## config.mk

```make
export PLATFORM = sky130hd
export DESIGN_NAME = fpu_resp_id_tracker_flat
export DESIGN_NICKNAME = d
export VERILOG_FILES = /design/src/rtl/fpu_interco_pkg.sv /design/src/rtl/fpu_resp_id_tracker_if.sv /design/src/rtl/fpu_id_fifo.sv /design/src/rtl/fpu_resp_id_tracker.sv /design/src/flat_wrapper.sv
export SDC_FILE = /design/constraint.sdc
export NUM_CORES = 1
export LEC_CHECK = 0
export BUFFER_PORTS_ARGS = -buffer_cell sky130_fd_sc_hd__buf_2
export CORE_MARGIN = 10
export CORE_UTILIZATION = 30
export DETAILED_ROUTE_END_ITERATION = 12
export GPL_TIMING_DRIVEN = 0
export PLACE_DENSITY = 0.51
export REMOVE_ABC_BUFFERS = 1
export SLEW_MARGIN = 10
export SYNTH_ARGS = -nofsm -noshare
export SYNTH_HDL_FRONTEND = slang
export SYNTH_SLANG_ARGS = --single-unit
```

## constraint.sdc

```tcl
create_clock -name clk -period 2.6 [get_ports clk]
set_clock_uncertainty 0.2 [all_clocks]
set_input_delay 0.39 -clock clk [delete_from_list [all_inputs] [get_ports clk]]
set_output_delay 0.39 -clock clk [all_outputs]
set_load 0.05 [all_outputs]
```

## src/rtl/fpu_interco_pkg.sv

```systemverilog
// -----------------------------------------------------------------------------
// fpu_interco_pkg
// Shared definitions for the FPU interconnect response path.
//   - Default sizing localparams (core count / ID width, tracker depth,
//     result and flag widths).
//   - fpu_resp_t: response bundle (valid, one-hot ID, result, flags) at the
//     default widths.
// No ports; imported by the tracker and its FIFO.
// -----------------------------------------------------------------------------
package fpu_interco_pkg;

  localparam int unsigned NB_CORES_DEF   = 8;
  localparam int unsigned DEPTH_DEF      = 4;
  localparam int unsigned DATA_WIDTH_DEF = 32;
  localparam int unsigned FLAG_WIDTH_DEF = 5;

  typedef struct packed {
    logic                      valid;
    logic [NB_CORES_DEF-1:0]   id;
    logic [DATA_WIDTH_DEF-1:0] rdata;
    logic [FLAG_WIDTH_DEF-1:0] flags;
  } fpu_resp_t;

endpackage

```

## src/rtl/fpu_resp_id_tracker_if.sv

```systemverilog
// -----------------------------------------------------------------------------
// fpu_resp_id_tracker_if
// Bundles the issue-side, FPU-side and response-side signals of the tracker.
//   master: drives issue_valid_i/issue_ID_i and fpu_valid_i/fpu_result_i/
//           fpu_flags_i; observes ready, response and error outputs.
//   slave : the tracker itself (opposite directions).
// -----------------------------------------------------------------------------
interface fpu_resp_id_tracker_if #(
  parameter int unsigned NB_CORES   = fpu_interco_pkg::NB_CORES_DEF,
  parameter int unsigned DATA_WIDTH = fpu_interco_pkg::DATA_WIDTH_DEF,
  parameter int unsigned FLAG_WIDTH = fpu_interco_pkg::FLAG_WIDTH_DEF
) ();

  logic                  issue_valid_i;
  logic [NB_CORES-1:0]   issue_ID_i;
  logic                  issue_ready_o;
  logic                  fpu_valid_i;
  logic [DATA_WIDTH-1:0] fpu_result_i;
  logic [FLAG_WIDTH-1:0] fpu_flags_i;
  logic                  data_r_valid_o;
  logic [NB_CORES-1:0]   data_ID_o;
  logic [DATA_WIDTH-1:0] data_r_rdata_o;
  logic [FLAG_WIDTH-1:0] data_r_flags_o;
  logic                  err_underflow_o;
  logic                  err_onehot_o;

  modport master (
    output issue_valid_i, issue_ID_i, fpu_valid_i, fpu_result_i, fpu_flags_i,
    input  issue_ready_o, data_r_valid_o, data_ID_o, data_r_rdata_o, data_r_flags_o,
    input  err_underflow_o, err_onehot_o
  );

  modport slave (
    input  issue_valid_i, issue_ID_i, fpu_valid_i, fpu_result_i, fpu_flags_i,
    output issue_ready_o, data_r_valid_o, data_ID_o, data_r_rdata_o, data_r_flags_o,
    output err_underflow_o, err_onehot_o
  );

endinterface

```

## src/rtl/fpu_id_fifo.sv

```systemverilog
// -----------------------------------------------------------------------------
// fpu_id_fifo
// Circular FIFO of DEPTH entries (any DEPTH >= 2) holding in-flight core IDs.
// Ports:
//   clk, rst_n   clock, asynchronous active-low reset
//   i_push_req   request to store i_wdata (ignored when full)
//   i_wdata      ID to store
//   i_pop_req    request to release the head (ignored when empty)
//   o_push       push actually performed this cycle
//   o_pop        pop actually performed this cycle
//   o_ready      not full (occupancy of this cycle, no pop bypass)
//   o_empty      occupancy is zero
//   o_rdata      current head entry
// -----------------------------------------------------------------------------
module fpu_id_fifo #(
  parameter int unsigned DEPTH = fpu_interco_pkg::DEPTH_DEF,
  parameter int unsigned WIDTH = fpu_interco_pkg::NB_CORES_DEF
) (
  input  logic             clk,
  input  logic             rst_n,
  input  logic             i_push_req,
  input  logic [WIDTH-1:0] i_wdata,
  input  logic             i_pop_req,
  output logic             o_push,
  output logic             o_pop,
  output logic             o_ready,
  output logic             o_empty,
  output logic [WIDTH-1:0] o_rdata
);

  localparam int unsigned PTR_W = (DEPTH > 1) ? $clog2(DEPTH) : 1;
  localparam int unsigned CNT_W = $clog2(DEPTH + 1);

  typedef logic [PTR_W-1:0] ptr_t;

  // Explicit wrap so non-power-of-two depths work.
  function automatic ptr_t ptr_inc(input ptr_t p);
    return (p == ptr_t'(DEPTH - 1)) ? '0 : p + ptr_t'(1);
  endfunction

  logic [WIDTH-1:0] r_mem [DEPTH];
  ptr_t             r_wptr;
  ptr_t             r_rptr;
  logic [CNT_W-1:0] r_count;

  assign o_ready = (r_count != CNT_W'(DEPTH));
  assign o_empty = (r_count == '0);
  assign o_push  = i_push_req & o_ready;
  assign o_pop   = i_pop_req & ~o_empty;
  assign o_rdata = r_mem[r_rptr];

  always_ff @(posedge clk or negedge rst_n) begin
    if (!rst_n) begin
      r_wptr  <= '0;
      r_rptr  <= '0;
      r_count <= '0;
      for (int i = 0; i < int'(DEPTH); i++) begin
        r_mem[i] <= '0;
      end
    end else begin
      if (o_push) begin
        r_mem[r_wptr] <= i_wdata;
        r_wptr        <= ptr_inc(r_wptr);
      end
      if (o_pop) begin
        r_rptr <= ptr_inc(r_rptr);
      end
      if (o_push && !o_pop) begin
        r_count <= r_count + CNT_W'(1);
      end else if (o_pop && !o_push) begin
        r_count <= r_count - CNT_W'(1);
      end
    end
  end

endmodule

```

## src/rtl/fpu_resp_id_tracker.sv

```systemverilog
// -----------------------------------------------------------------------------
// fpu_resp_id_tracker
// In-order ID tracker for the shared FPU response path. Records the one-hot ID
// of each accepted FPU operation and tags each FPU result with the oldest one.
// Ports:
//   clk, rst_n   clock, asynchronous active-low reset
//   bus (slave)  issue_valid_i/issue_ID_i/issue_ready_o  issue side
//                fpu_valid_i/fpu_result_i/fpu_flags_i    FPU result side
//                data_r_valid_o/data_ID_o/data_r_rdata_o/data_r_flags_o  response
//                err_underflow_o, err_onehot_o           sticky error flags
// Configuration macro FPU_RESP_OUT_REG_EN:
//   defined   -> response outputs registered (1-cycle latency)
//   undefined -> response outputs combinational (0-cycle latency)
// -----------------------------------------------------------------------------
module fpu_resp_id_tracker
  import fpu_interco_pkg::*;
#(
  parameter int unsigned NB_CORES   = NB_CORES_DEF,
  parameter int unsigned DEPTH      = DEPTH_DEF,
  parameter int unsigned DATA_WIDTH = DATA_WIDTH_DEF,
  parameter int unsigned FLAG_WIDTH = FLAG_WIDTH_DEF
) (
  input  logic                  clk,
  input  logic                  rst_n,
  fpu_resp_id_tracker_if.slave  bus
);

  typedef struct packed {
    logic                  valid;
    logic [NB_CORES-1:0]   id;
    logic [DATA_WIDTH-1:0] rdata;
    logic [FLAG_WIDTH-1:0] flags;
  } resp_t;

  logic                w_push;
  logic                w_pop;
  logic                w_ready;
  logic                w_empty;
  logic [NB_CORES-1:0] w_head;
  resp_t               w_resp;
  logic                r_err_underflow;
  logic                r_err_onehot;

  fpu_id_fifo #(
    .DEPTH (DEPTH),
    .WIDTH (NB_CORES)
  ) u_fifo (
    .clk        (clk),
    .rst_n      (rst_n),
    .i_push_req (bus.issue_valid_i),
    .i_wdata    (bus.issue_ID_i),
    .i_pop_req  (bus.fpu_valid_i),
    .o_push     (w_push),
    .o_pop      (w_pop),
    .o_ready    (w_ready),
    .o_empty    (w_empty),
    .o_rdata    (w_head)
  );

  assign bus.issue_ready_o = w_ready;

  // A result with nothing tracked is dropped and flagged; FIFO is untouched.
  always_ff @(posedge clk or negedge rst_n) begin
    if (!rst_n) begin
      r_err_underflow <= 1'b0;
      r_err_onehot    <= 1'b0;
    end else begin
      if (bus.fpu_valid_i && w_empty) begin
        r_err_underflow <= 1'b1;
      end
      if (w_push && ($countones(bus.issue_ID_i) != 1)) begin
        r_err_onehot <= 1'b1;
      end
    end
  end

  assign bus.err_underflow_o = r_err_underflow;
  assign bus.err_onehot_o    = r_err_onehot;

  // Idle responses are all-zero so the decoder never sees a stale ID.
  always_comb begin
    w_resp = '0;
    if (w_pop) begin
      w_resp.valid = 1'b1;
      w_resp.id    = w_head;
      w_resp.rdata = bus.fpu_result_i;
      w_resp.flags = bus.fpu_flags_i;
    end
  end

`ifdef FPU_RESP_OUT_REG_EN
  resp_t r_resp;

  always_ff @(posedge clk or negedge rst_n) begin
    if (!rst_n) begin
      r_resp <= '0;
    end else begin
      r_resp <= w_resp;
    end
  end

  assign bus.data_r_valid_o = r_resp.valid;
  assign bus.data_ID_o      = r_resp.id;
  assign bus.data_r_rdata_o = r_resp.rdata;
  assign bus.data_r_flags_o = r_resp.flags;
`else
  assign bus.data_r_valid_o = w_resp.valid;
  assign bus.data_ID_o      = w_resp.id;
  assign bus.data_r_rdata_o = w_resp.rdata;
  assign bus.data_r_flags_o = w_resp.flags;
`endif

endmodule

```

## src/flat_wrapper.sv

```systemverilog
// flat-port wrapper written by rule: the top's interface ports become plain ports
module fpu_resp_id_tracker_flat import fpu_interco_pkg::*;
#(
  parameter int unsigned NB_CORES   = NB_CORES_DEF,
  parameter int unsigned DEPTH      = DEPTH_DEF,
  parameter int unsigned DATA_WIDTH = DATA_WIDTH_DEF,
  parameter int unsigned FLAG_WIDTH = FLAG_WIDTH_DEF
)
  (clk, rst_n, bus_issue_valid_i, bus_issue_ID_i, bus_fpu_valid_i, bus_fpu_result_i, bus_fpu_flags_i, bus_issue_ready_o, bus_data_r_valid_o, bus_data_ID_o, bus_data_r_rdata_o, bus_data_r_flags_o, bus_err_underflow_o, bus_err_onehot_o);
  fpu_resp_id_tracker_if #(.NB_CORES(NB_CORES), .DATA_WIDTH(DATA_WIDTH), .FLAG_WIDTH(FLAG_WIDTH)) bus_i ();
  input  logic clk;
  input  logic rst_n;
  input wire logic [$bits(bus_i.issue_valid_i)-1:0] bus_issue_valid_i;
  input wire logic [$bits(bus_i.issue_ID_i)-1:0] bus_issue_ID_i;
  input wire logic [$bits(bus_i.fpu_valid_i)-1:0] bus_fpu_valid_i;
  input wire logic [$bits(bus_i.fpu_result_i)-1:0] bus_fpu_result_i;
  input wire logic [$bits(bus_i.fpu_flags_i)-1:0] bus_fpu_flags_i;
  output wire logic [$bits(bus_i.issue_ready_o)-1:0] bus_issue_ready_o;
  output wire logic [$bits(bus_i.data_r_valid_o)-1:0] bus_data_r_valid_o;
  output wire logic [$bits(bus_i.data_ID_o)-1:0] bus_data_ID_o;
  output wire logic [$bits(bus_i.data_r_rdata_o)-1:0] bus_data_r_rdata_o;
  output wire logic [$bits(bus_i.data_r_flags_o)-1:0] bus_data_r_flags_o;
  output wire logic [$bits(bus_i.err_underflow_o)-1:0] bus_err_underflow_o;
  output wire logic [$bits(bus_i.err_onehot_o)-1:0] bus_err_onehot_o;
  assign bus_i.issue_valid_i = bus_issue_valid_i;
  assign bus_i.issue_ID_i = bus_issue_ID_i;
  assign bus_i.fpu_valid_i = bus_fpu_valid_i;
  assign bus_i.fpu_result_i = bus_fpu_result_i;
  assign bus_i.fpu_flags_i = bus_fpu_flags_i;
  assign bus_issue_ready_o = bus_i.issue_ready_o;
  assign bus_data_r_valid_o = bus_i.data_r_valid_o;
  assign bus_data_ID_o = bus_i.data_ID_o;
  assign bus_data_r_rdata_o = bus_i.data_r_rdata_o;
  assign bus_data_r_flags_o = bus_i.data_r_flags_o;
  assign bus_err_underflow_o = bus_i.err_underflow_o;
  assign bus_err_onehot_o = bus_i.err_onehot_o;
  fpu_resp_id_tracker #(.NB_CORES(NB_CORES), .DEPTH(DEPTH), .DATA_WIDTH(DATA_WIDTH), .FLAG_WIDTH(FLAG_WIDTH)) u_core (.clk(clk), .rst_n(rst_n), .bus(bus_i));
endmodule
```

Word-level counts from Yosys, hierarchy flattened

Cells that the tools add are included.

Add/subtract/negate cells: 11
Magnitude comparators: 3
Equal/unequal tests: 4
Muxes and demuxes: 11
Bitwise operators: 5
Reduce and logical (&&, ||, !) cells: 9

Operators with widths:

| operator                                                    | count |
|---|---|
| adder 32 bit                                                | 3 |
| two-way mux 46 bit                                          | 1 |
| bitwise mux 32 bit                                          | 1 |
| != test 32 x 2 -> 1 bit (second input constant)             | 1 |
| two-way mux 8 bit                                           | 3 |
| binary-select mux 8 bit (select 2 bit)                      | 1 |
| demux 8 bit (select 2 bit)                                  | 1 |
| adder 1 x 1 -> 2 bit                                        | 4 |
| greater-or-equal comparator 3 bit (second input constant)   | 2 |
| two-way mux 3 bit                                           | 2 |
| NOT 2 -> 3 bit                                              | 2 |
| logical AND 1 bit                                           | 5 |
| adder 2 x 1 -> 2 bit (second input constant)                | 2 |
| == test 2 bit (second input constant)                       | 2 |
| two-way mux 2 bit                                           | 2 |
| adder 3 x 1 -> 3 bit (second input constant)                | 1 |
| logical NOT 3 bit                                           | 1 |
| less-than comparator 3 x 1 -> 1 bit (second input constant) | 1 |
| != test 3 bit (second input constant)                       | 1 |
| subtractor 3 x 1 -> 3 bit (second input constant)           | 1 |
| bitwise AND 1 bit                                           | 2 |
| logical NOT 1 bit                                           | 2 |
| nonzero test 2 bit                                          | 1 |
| NOT 1 bit                                                   | 1 |

Register bits: 41
Input bits: 49
Output and inout bits: 49
Logic and storage cells: 52

Longest topological paths before layout

Depth after elaboration: 6
Gate-level depth with buffers: 9
Mapped depth without buffers: 9

Cells and area by module

Synthesis repeated with hierarchy kept, for this count alone.

Cells, all modules: 192
Area total of the unflattened synthesis: 2368.5 sq um

By module, submodules not included:

| module              | times used | cells each | area an instance (sq um) | sequential area each (sq um) |
|---|---|---|---|---|
| fpu_id_fifo         | 1          | 116        | 1809.2                   | 975.9 |
| fpu_resp_id_tracker | 1          | 76         | 559.3                    | 50.0 |

Worst setup path before layout

Ideal clock, no wire load.

Kind: input to register
Start: input port bus_issue_ID_i[6]
End: register u_core.r_err_onehot, in the netlist u_core.bus.err_onehot_o
Data arrival time: 3.101 ns
Required time: 2.281 ns
Path slack: -0.820 ns
Cell stages on the path: 9
Buffers on the path: 0
Path through: ha_1 -> fa_1 -> inv_1 -> fa_1 -> inv_1 -> ha_1 -> fa_1 -> or4b_2 -> a21o_1

Cells in the longest elaborated chain, start to end: 5

Ends and longest elaborated chain:

| element                                         | RTL line                  | source |
|---|---|---|
| start: declaration                              | flat_wrapper.sv:14        | `input wire logic [$bits(bus_i.issue_ID_i)-1:0] bus_issue_ID_i;` |
| adder 1 x 1 -> 2 bit (implied by the code)      | fpu_resp_id_tracker.sv:71 | `if (w_push && ($countones(bus.issue_ID_i) != 1)) begin` |
| adder 32 bit (implied by the code) (2 in a row) | fpu_resp_id_tracker.sv:71 |  |
| != test 32 x 2 -> 1 bit                         | fpu_resp_id_tracker.sv:71 |  |
| logical AND 1 bit                               | fpu_resp_id_tracker.sv:71 |  |
| end signal: assignment                          | fpu_resp_id_tracker.sv:66 | `r_err_onehot <= 1'b0;` |
| end signal: assignment                          | fpu_resp_id_tracker.sv:72 | `r_err_onehot <= 1'b1;` |
| end: declaration                                | fpu_resp_id_tracker.sv:42 | `logic r_err_onehot;` |

Every way passes these cells.
A chain may end at the register's enable or synchronous reset.

Final worst setup path

Start: input port bus_issue_ID_i[4]
End: register u_core.r_err_onehot, in the netlist u_core.bus.err_onehot_o

The elaborated chain is that of the path after synthesis.

==> metrics.cfg <==
[clock_network]
cts_root_buf = clkbuf_8
clock_latency_ns = 0.28
numClockSinks = 41
clkTransAtPathRegs_ns = 0.08
cts_hold_buf = 0
htreeDepth = 2
cts_buffers = 5
cts_tree = done
cts_buffer_depth = 2

[route]
viasPerCell = 4.274
dr.pass1.iters = 2
drtAntennaViolNets = 0
routed_wl_um = 5663
route.detailed.drc = 0
routedWlPerCell_um = 14.52
vias = 1667
initialDrtViolationCount = 69

[setup_path]
worstSetupPathType = input port to register
crit_path_start_kind = input port
cp-end-kind = register
cp.arrival_ns = 2.99
cp_max_fo = 2
cp_data_required_time_ns = 2.58

[global_route]
grt_antenna_before_repair = 0
overflow = 0
grt_max_degree = 49
grt_pass1_wl_um = 8776
track_usage_pct = 9.238
grt_pass1_vias = 1722

[floorplan]
floorplan.die.width_um = 109.0
row_count = 32
io_pins = 98
die-height_um = 109.0
core_area_um2 = 7727
die_area_um2 = 11890
initial_core_util_pct = 30.78

[logic_synthesis]
synth_area_um2 = 2379
synthCells = 189
synth-seq-cells = 41
syn_avg_cell_area_um2 = 12.58
synth.distinct_cells = 24
yosysWarnings = 0
ys_seq_area_share_pct = 43.14

[sta]
min_period_ns = 3.009
period_share_pct = 115.7
drv_slew = 0
hold_ws_ns = 0.04371
slew_headroom_pct = 36.56
tightest_slew_ns = 0.9517
rsz0062_at_grt = yes
max_freq_ghz = 0.3323
setup_viol = 1
finalHoldViolCount = 0
timing.final.ws_setup_ns = -0.4091

[power]
clkPwrFrac_pct = 11.8
p_leak_uw = 0.001532
vdd_ir_drop_max_mv = 0.4770
internal_power_uw = 2014
power_frac_comb_pct = 53.9
p_seq_share_pct = 34.3
sw_frac_of_total_pct = 43.38
powerDensity_nw_per_um2 = 1127
switchingPower_uw = 1543
finalPower_uw = 3558

[layout]
antennaDiodeCount = 0
num-fill-cells = 761
drive_gt1_share_pct = 56.60
nets = 354
multi_input_area_um2 = 1319
regArea_um2 = 1027
syn_to_final_growth_pct = 32.72

[placed_design]
hpwlAfterDp_um = 4253
port_buffers = 97
gp_congestion = 0.7363

[outcome]
violations = negative setup slack
outcome = finished, violations left

[flow_run]
cap_violations = 0

[worst_hold_path]
hold_path_class = input port to asynchronous set/reset pin

cells in the mapped netlist:
master	instances	area, um^2
and2_1	45	281.5
dfrtp_1	41	1026
mux2_2	35	394.1
ha_1	12	150.1
inv_1	12	45.04
mux4_2	8	180.2
fa_1	5	100.1
nand2_1	4	15.01
nor2_2	4	25.02
nor2_1	3	11.26
a21o_1	2	15.01
buf_2	2	10.01
clkbuf_1	2	7.510
clkbuf_2	2	10.01
mux2_1	2	22.52
xor2_1	2	17.52
buf_1	1	3.750
inv_2	1	3.750
nand2b_1	1	6.260
nor2b_1	1	6.260
nor3_2	1	10.01
nor3b_4	1	18.77
or4b_2	1	10.01
xnor2_1	1	8.760
placed cells by master, fill, tap and decap left out, types with 3 or more instances in the layout:
cell type,count
nor2_2,4
mux2_2,35
dfrtp_1,40
buf_6,4
fa_1,4
ha_4,3
and2_1,45
buf_2,91
nor2_1,3
ha_1,8
inv_1,11
mux4_2,8
clkbuf_8,6
nand2_1,4
what timing repair did:
action,4_1_cts,5_1_grt
cloned,0,0
pin swaps,8,3
buffers inserted,2,0
endpoints found under the setup margin,46,1
gates resized for setup,26,0
layout make-up:
class	instances	area share (%)
Multi-Input combinational cell	128	41.78
Sequential cell	41	32.54
Timing Repair Buffer	99	17.28
Tap cell	102	4.043
Clock buffer	7	2.735
Inverter	13	1.625
power by group through the flow:
stage / clock [uW] / combinational [uW] / sequential, uW
2_1_floorplan: 0 / 1530 / 1180
3_3_place_gp: 0 / 1910 / 1240
3_5_place_dp: 0 / 1930 / 1240
4_1_cts: 432 / 1960 / 1230
5_1_grt: 460 / 2090 / 1280
6_report: 420 / 1920 / 1220
kinds of logic after synthesis:
group	after synthesis	synth area share [%]
muxes	45	25.09
AOI/OAI and AO/OA	2	0.6311
DFF	41	43.14
xor gates and xnor gates	3	1.105
and+or+nand+nor	61	16.15
buffers and inverters	20	3.366
adders and majority gates	17	10.52
path summary, 6_finish.rpt:
| path | from | end | slack (ns) | cells after the start |
|---|---|---|---|---|
| max | bus_issue_ID_i[4] | u_core.bus.err_onehot_o | -0.41 | 10 |
| min | rst_n | u_core.u_fifo.r_mem[23] | 0.04 | 1 |
| max reg2reg | u_core.u_fifo.r_count[0] | u_core.u_fifo.r_count[1] | 0.29 | 6 |
| min reg2reg | u_core.bus.err_onehot_o | u_core.bus.err_onehot_o | 0.26 | 1 |
| max in group asynchronous | rst_n | u_core.u_fifo.r_rptr[0] | 1.49 | 1 |
| min in group clk | bus_fpu_valid_i | u_core.bus.err_underflow_o | 0.12 | 2 |
stage by stage:
step	area [um^2]	TNS, ns	setup slack, ns	instances	utilization [%]
after floorplan	2347	-0.8197	-0.8197	182	-
after global placement	2960	-1.077	-1.077	381	38.31
after detailed placement	2960	-1.097	-1.097	381	38.31
after CTS	3157	-0.4972	-0.4972	390	40.85
after global routing	3157	-0.4871	-0.4871	390	40.85
final	3157	-0.4091	-0.4091	390	40.85
sequential cells by signal (all words and copies together) (netlist names):
name / flops
u_core.u_fifo.r_wptr: 2
u_core.u_fifo.r_rptr: 2
u_core.bus.err_underflow_o: 1
u_core.u_fifo.r_mem: 32
u_core.bus.err_onehot_o: 1
u_core.u_fifo.r_count: 3
layer usage:
metal / track usage, % / share of wire, % / vias to the layer above
met5: 0 / 0 / -
met4: 2.260 / 0.60 / 0
met3: 3.068 / 9.7 / 4
met2: 15.21 / 48 / 51
met1: 11.40 / 42 / 785
li1: - / - / 827
critical path, cell delays in order:
cell and delay [ns]:
buf_8 0.10, ha_4 0.15, fa_1 0.53, inv_1 0.05
fa_1 0.47, inv_1 0.04, ha_2 0.16, fa_1 0.44
or4b_4 0.49, a21o_1 0.16
No activity file was read; power rests on OpenSTA's default activity.
